[src/rtl/cyt_rdma_rx_deadlock_detector.sv]
// rtl/cyt_rdma_rx_deadlock_detector.sv - sequential deadlock detector for the rx HLS pipeline
module cyt_rdma_rx_deadlock_detector #(
    parameter int                N_AXIS    = 12,
    parameter int                N_INST    = 10,
    parameter logic [N_AXIS-1:0] AXIS_MASK = 12'h030,
    parameter int                THRESHOLD = 1024,
    parameter int                CNT_W     = 16,
    parameter int                CH_W      = $clog2(N_AXIS)
) (
    input  logic              clock,
    input  logic              reset,
    input  logic [N_AXIS-1:0] axis_block_sigs,
    input  logic [N_INST-1:0] inst_idle_sigs,
    input  logic              clear,
    output logic              block,
    output logic              deadlock,
    output logic [CH_W-1:0]   deadlock_chan,
    output logic [CNT_W-1:0]  block_cycles,
    output logic [7:0]        deadlock_events
);

    typedef enum logic [1:0] {
        IDLE     = 2'd0,
        WATCH    = 2'd1,
        DEADLOCK = 2'd2
    } state_t;

    localparam logic [CNT_W-1:0] THRESH  = CNT_W'(THRESHOLD);
    localparam logic [CNT_W-1:0] CNT_MAX = '1;

    state_t            state;
    state_t            state_d;
    logic [N_AXIS-1:0] masked;
    logic              cond;
    logic [CH_W-1:0]   low_idx;
    logic [CNT_W-1:0]  cnt_inc;
    logic              enter_deadlock;

    assign masked  = axis_block_sigs & AXIS_MASK;
    assign cond    = (|masked) & ~(&inst_idle_sigs);
    assign cnt_inc = block_cycles + CNT_W'(1);

    // Descending scan so the lowest set index is the one left standing.
    always_comb begin
        low_idx = '0;
        for (int i = N_AXIS - 1; i >= 0; i--) begin
            if (masked[i]) begin
                low_idx = CH_W'(i);
            end
        end
    end

    always_comb begin
        state_d = state;
        if (clear) begin
            state_d = IDLE;
        end else begin
            case (state)
                IDLE: begin
                    if (cond) begin
                        state_d = (THRESHOLD == 1) ? DEADLOCK : WATCH;
                    end
                end
                WATCH: begin
                    if (!cond) begin
                        state_d = IDLE;
                    end else if (cnt_inc == THRESH) begin
                        state_d = DEADLOCK;
                    end
                end
                DEADLOCK: state_d = DEADLOCK;
                default:  state_d = IDLE;
            endcase
        end
    end

    assign enter_deadlock = (state != DEADLOCK) && (state_d == DEADLOCK);

    always_ff @(posedge clock) begin
        if (reset) begin
            state <= IDLE;
        end else begin
            state <= state_d;
        end
    end

    always_ff @(posedge clock) begin
        if (reset) begin
            block           <= 1'b0;
            deadlock        <= 1'b0;
            deadlock_chan   <= '0;
            block_cycles    <= '0;
            deadlock_events <= '0;
        end else begin
            block <= cond;
            if (clear) begin
                // Clear wins over a same-cycle blockage; the next episode starts one edge later.
                deadlock      <= 1'b0;
                block_cycles  <= '0;
                deadlock_chan <= '0;
            end else begin
                case (state)
                    IDLE: begin
                        if (cond) begin
                            block_cycles  <= CNT_W'(1);
                            deadlock_chan <= low_idx;
                        end
                    end
                    WATCH: begin
                        if (cond) begin
                            block_cycles <= cnt_inc;
                        end else begin
                            block_cycles <= '0;
                        end
                    end
                    DEADLOCK: begin
                        if (cond && (block_cycles != CNT_MAX)) begin
                            block_cycles <= cnt_inc;
                        end
                    end
                    default: begin
                        block_cycles <= '0;
                    end
                endcase
                if (enter_deadlock) begin
                    deadlock <= 1'b1;
                    if (deadlock_events != 8'hFF) begin
                        deadlock_events <= deadlock_events + 8'd1;
                    end
                end
            end
        end
    end

endmodule

[config.mk]
export PLATFORM = sky130hd
export DESIGN_NAME = cyt_rdma_rx_deadlock_detector
export DESIGN_NICKNAME = d
export VERILOG_FILES = /design/src/rtl/cyt_rdma_rx_deadlock_detector.sv
export SDC_FILE = /design/constraint.sdc
export NUM_CORES = 1
export LEC_CHECK = 0
export CAP_MARGIN = 20
export CORE_MARGIN = 4
export CORE_UTILIZATION = 47
export DETAILED_ROUTE_END_ITERATION = 10
export GPL_TIMING_DRIVEN = 0
export PLACE_DENSITY_LB_ADDON = 0.3
export SYNTH_ARGS = -nofsm -noshare
export SYNTH_HDL_FRONTEND = slang
export SYNTH_SLANG_ARGS = --single-unit
[constraint.sdc]
create_clock -name clock -period 2.77 [get_ports clock]
set_input_delay 0.554 -clock clock [delete_from_list [all_inputs] [get_ports clock]]
set_output_delay 0.554 -clock clock [all_outputs]
set_load 0.1 [all_outputs]
=== After elaboration in Yosys (flattened, before gate mapping) ===
Index checks and enable logic that the tools add are counted.
W data, S select, Z words.

* Register bits: 32
* Input port bits: 25
* Output and inout bits: 30
* Logic and storage cells: 40

* Add/subtract/negate cells: 2
* Equality and inequality tests: 9
* Muxes and demuxes: 11
* Bitwise operators: 3
* Reduce and logical (&&, ||, !) cells: 9

{| class="wikitable"
|+ Operator list
! operator !! count
|-
| $mux W16 || 3
|-
| $pmux W16 S3 || 1
|-
| $add A16 B1 Y16 const B || 1
|-
| $eq A16 B11 Y1 const B || 1
|-
| $ne A16 B16 Y1 const B || 1
|-
| $reduce_and A10 Y1 || 1
|-
| $add A8 B1 Y8 const B || 1
|-
| $mux W2 || 4
|-
| $ne A8 B8 Y1 const B || 1
|-
| $mux W3 || 2
|-
| $ne A2 B2 Y1 const B || 3
|-
| $pmux W2 S3 || 1
|-
| $eq A2 B2 Y1 const B || 2
|-
| $reduce_and A2 Y1 || 2
|-
| $reduce_or A2 Y1 || 2
|-
| $reduce_and A3 Y1 || 1
|-
| $eq A2 B1 Y1 const B || 1
|-
| $logic_and A1 B1 Y1 || 2
|-
| $logic_not A2 Y1 || 1
|-
| $not A1 Y1 || 2
|-
| $and A1 B1 Y1 || 1
|}

=== Depth between registers and ports, before layout ===
* Word-level depth: 9
* Depth in mapped cells: 9
* Depth with buffers taken out: 7

=== Least setup slack after synthesis ===
OpenSTA, ideal clock, no wires.

* Path type: register -> register
* Start: register block_cycles[0]
* End: register deadlock_events[2]
* Setup time: 121 ps
* Arrival time: 2872 ps
* Data required time: 2649 ps
* Path slack: -223 ps
* Cell stages (with the launch flop): 10
* Clock period less this slack: 2993 ps
* Cells stage by stage: dfxtp_1 -> ha_1 -> buf_2 -> inv_1 -> nor4_4 -> o211a_1 -> o22ai_1 -> buf_6 -> nor4_1 -> mux2_2

* Longest elaborated chain between the ends: 9

{| class="wikitable"
|+ RTL lines
! element !! RTL line !! text
|-
| start, declared || 18 || <nowiki>output logic [CNT_W-1:0] block_cycles,</nowiki>
|-
| start signal, assigned || 111 || <nowiki>block_cycles <= cnt_inc;</nowiki>
|-
| start signal, assigned || 118 || <nowiki>block_cycles <= cnt_inc;</nowiki>
|-
| $add A16 B1 Y16 || 41 || <nowiki>assign cnt_inc = block_cycles + CNT_W'(1);</nowiki>
|-
| $eq A16 B11 Y1 || 67 || <nowiki>end else if (cnt_inc == THRESH) begin</nowiki>
|-
| $mux W2 || 67 ||
|-
| $mux W2 || 65 || <nowiki>if (!cond) begin</nowiki>
|-
| $pmux W2 S3 || 58 || <nowiki>case (state)</nowiki>
|-
| $mux W2 || 55 || <nowiki>if (clear) begin</nowiki>
|-
| $eq A2 B2 Y1 || 77 || <nowiki>assign enter_deadlock = (state != DEADLOCK) && (state_d == DEADLOCK);</nowiki>
|-
| $logic_and A1 B1 Y1 || 77 ||
|-
| $reduce_and A3 Y1 (no line) || -- ||
|-
| end signal, assigned || 128 || <nowiki>deadlock_events <= deadlock_events + 8'd1;</nowiki>
|-
| end, declared || 19 || <nowiki>output logic [7:0] deadlock_events</nowiki>
|}

Every way passes these cells.
A chain may end at the register's enable or synchronous reset.

=== Worst setup path after layout ===
* Start: input port inst_idle_sigs[2]
* End: register deadlock_events[7]

* Longest elaborated chain between the ends: 9
* Elaborated cells on any way between the ends: 10
* Those cells by class: eq/ne: 1; mux: 4; bitwise: 2; reduce/logical: 3

{| class="wikitable"
|+ RTL lines
! element !! RTL line !! text
|-
| start, declared || 13 || <nowiki>input logic [N_INST-1:0] inst_idle_sigs,</nowiki>
|-
| $reduce_and A10 Y1 * || 40 || <nowiki>assign cond = (|masked) & ~(&inst_idle_sigs);</nowiki>
|-
| $not A1 Y1 * || 40 ||
|-
| $and A1 B1 Y1 * || 40 ||
|-
| $mux W2, on equally long branches || 65, 60 ||
|-
| $pmux W2 S3 * || 58 ||
|-
| $mux W2 * || 55 ||
|-
| $eq A2 B2 Y1 * || 77 ||
|-
| $logic_and A1 B1 Y1 * || 77 ||
|-
| $reduce_and A3 Y1 (no line) * || -- ||
|}

Every way passes the cells marked *; elsewhere a longest branch is shown, timed or not.

==> metrics.md <==
| Metric | Value |
|---|---|
| Average size of a mapped cell | `8.08 µm²` |
| Clk sinks | `30` |
| Placer congestion estimate | `0.910` |
| CP bufs+invs | `2` |
| DRT Pass-1 Iters | `4` |
| Dpl ws | `-0.175 ns` |
| Power Internal | `653 µW` |
| Final wirelength | `4880 µm` |
| Deepest clock path buffer count | `2` |
| Sequential power share | `0.490` |
| GR Layer Usage met3 | `0.0440` |
| HPWL after detailed placement | `3560 µm` |
| Gr ovfl total | `0` |
| Top post-synthesis cells by area | `dfxtp_1, a21oi_1, o31ai_1, nand2_1, nor2_1` |
| Setup violators final | `0` |
| Starting Density | `0.496` |
| Synth top area share | `0.323` |
| Vias per cell | `6.13` |
| Number of diodes | `0` |
| Die area | `0.00502 mm²` |
| Cell area after synthesis | `0.00186 mm²` |
| Post-synthesis sequential area ratio | `0.323` |
| Comb pwr share | `0.142` |
| Core area | `0.00374 mm²` |
| Total CTS buffers | `5` |
| Switching pwr | `243 µW` |
| GR peak layer | `met2` |
| Clock skew | `0.00210 ns` |
| I/O pin count | `55` |
| Clock edge transition at the registers on the reported setup and hold paths | `0.06 ns` |
| Hold Crit Class | `flip-flop to flip-flop` |
| Final ANT Viol Nets | `0` |
| Pwr/cell area | `366 mW/mm²` |
| Row count | `22` |
| CP peak stage delay | `0.39 ns` |
| Synthesized flop and latch total | `30` |
| Post-synth EDFFs | `0` |
| Maximum fanout along the worst path | `7` |
| Setup CP Type | `input port to flip-flop` |
| M1 GR Usage | `0.266` |
| Tot GR Track Use | `0.194` |
| CP Cell Sequence | `clkdlybuf4s50_1, and4_1, a311oi_2, and2_1, clkbuf_1, nand4_1, nor4_1, mux2_2` |
| Initial DRC count | `317` |
| H-tree levels | `2` |
| Synth top cells by count | `dfxtp_1, a21oi_1, nand2_1` |
| Main synth FF type | `dfxtp_1` |
| Status | `finished clean` |
| Critical Path AT | `2.73 ns` |
| Area after DPL | `0.00236 mm²` |
| Maximum vdd ir drop | `0.000254 V` |
| Top-count cell post-synth | `dfxtp_1` |
| Area Overhead vs Synth | `31.8%` |
| Root Driver | `clkbuf_8` |
| Max-Cap Viols | `0` |
| Slew HR | `0.336` |
| Endpoints failing hold | `0` |
| Initial antenna violation count | `0` |
| Period minus WS final | `2.56 ns` |
| First-pass GRT wire length | `8020 µm` |
| Clk pwr share | `0.368` |
| Crit start category | `input port` |
| PortBufs | `42` |
| Max Clk Rate | `0.390 GHz` |
| Synth area leader | `dfxtp_1` |
| Cell area after layout | `0.00245 mm²` |
| Routing usage on met2 | `0.303` |
| Worst skew pair latency | `0.27 ns` |
| Final WS setup | `0.206 ns` |
| Async SR Flop Fraction | `0` |
| Wire length per cell | `14.9 µm` |
| Routed via count | `2,009` |
| Share of cells above drive strength 1 | `0.164` |
| WP data required | `2.94 ns` |
| Leak Pwr | `0.000881 µW` |
| Post-route DRC | `0` |
| CP top delay family | `simple AND/OR/NAND/NOR gates` |
| Nature of the critical path endpoint | `flip-flop` |
| Cells after Synth | `230` |
| Post-Route Setup TNS | `0 ns` |
| Switching share of total power | `0.271` |
| Crit-path slowest cell | `clkdlybuf4s50_1` |
| Tcrit/Tclk final | `0.926` |
| Yosys warns | `0` |
| Max Slew Vio Count | `0` |
| Number of global-route vias before repair | `1,744` |
| Distinct cells, synth | `52` |
| CTS tree | `done` |
| Nets | `307` |
| Worst-margin pin slew | `0.992 ns` |
| Largest net degree at the start of global routing | `11` |
| Width of the die | `70.9 µm` |
| RSZ-0062 raised after global routing | `false` |
| Chip Height | `70.9 µm` |
cells in the final DEF, fill, tap and decap left out, types with 4 or more instances in the layout:
cell type and count:
buf_2 8, o32ai_1 4, nor2b_1 4, nor4_1 6, nor3_1 4, o31ai_1 11, nand4_1 10, clkbuf_1 10
dfxtp_2 11, and4_1 4, nand2_1 18, or4_1 4, clkdlybuf4s50_1 42, and2_1 5, o211ai_1 5, nor2_1 16
and3_1 5, dfxtp_1 19, clkbuf_8 5, a21oi_1 19, o22ai_1 5, nand3_1 10
stage by stage:
step	utilization	power, µW	hold slack [ns]	cells
2_1_floorplan	-	533	0.577	231
3_3_place_gp	0.629	572	0.458	321
3_5_place_dp	0.629	573	0.469	321
4_1_cts	0.650	899	0.480	328
5_1_grt	0.654	925	0.520	328
6_report	0.654	896	0.478	328
cells by family after synthesis:
kind of cell / Yosys count / synth area share
and+or+nand+nor: 100 / 0.311
adders and majority gates: 2 / 0.0135
muxes: 5 / 0.0290
buffers and inverters: 24 / 0.0653
other: 1 / 0.00202
AOI/OAI and AO/OA: 64 / 0.237
DFF: 30 / 0.323
xor gates and xnor gates: 4 / 0.0189
layout make-up:
cell class | count | area (µm²)
clock buffers | 7 | 76.3
multi-input cells | 177 | 1160
plain buffers | 22 | 114
fillers | 339 | 1290
flip-flops and latches | 30 | 614
well taps | 48 | 60.1
inverters | 2 | 7.51
repair buffers | 42 | 420
metal layers:
layer / vias up / share of wire
li1: 978 / -
met1: 937 / 0.42
met2: 90 / 0.49
met3: 4 / 0.078
met4: 0 / 0.0059
met5: - / 0
flip-flops by register name, summed over array words and instances (netlist names):
| name | cells |
|---|---|
| block | 1 |
| deadlock_events | 8 |
| state | 2 |
| deadlock_chan | 2 |
| deadlock | 1 |
| block_cycles | 16 |
worst paths after layout:
check	start	end	slack [ns]	depth (start not counted)
setup / recovery	inst_idle_sigs[2]	deadlock_events[7]$_SDFFE_PP0P_	0.21	8
setup reg to reg	block_cycles[0]$_SDFFE_PP0P_	block_cycles[12]$_SDFFE_PP0P_	0.26	9
hold / removal	block_cycles[0]$_SDFFE_PP0P_	block_cycles[0]$_SDFFE_PP0P_	0.48	1
hold reg to reg	block_cycles[0]$_SDFFE_PP0P_	block_cycles[0]$_SDFFE_PP0P_	0.48	1
timing repair:
action | in CTS | in global routing
endpoints found under the hold margin | 0 | 0
hold buffers | 0 | 0
buffers inserted | 0 | 0
endpoints found under the setup margin | 0 | 16
resized for setup | 0 | 3
power groups by stage:
stage	logic (µW)	clock network, µW	registers (µW)
finish	128	330	439
detailed placement	125	0	448
floorplan	58.3	0	474
global route	136	350	439
CTS	125	334	439
global placement	123	0	448
Note: power is estimated with default switching activity, not from simulation.
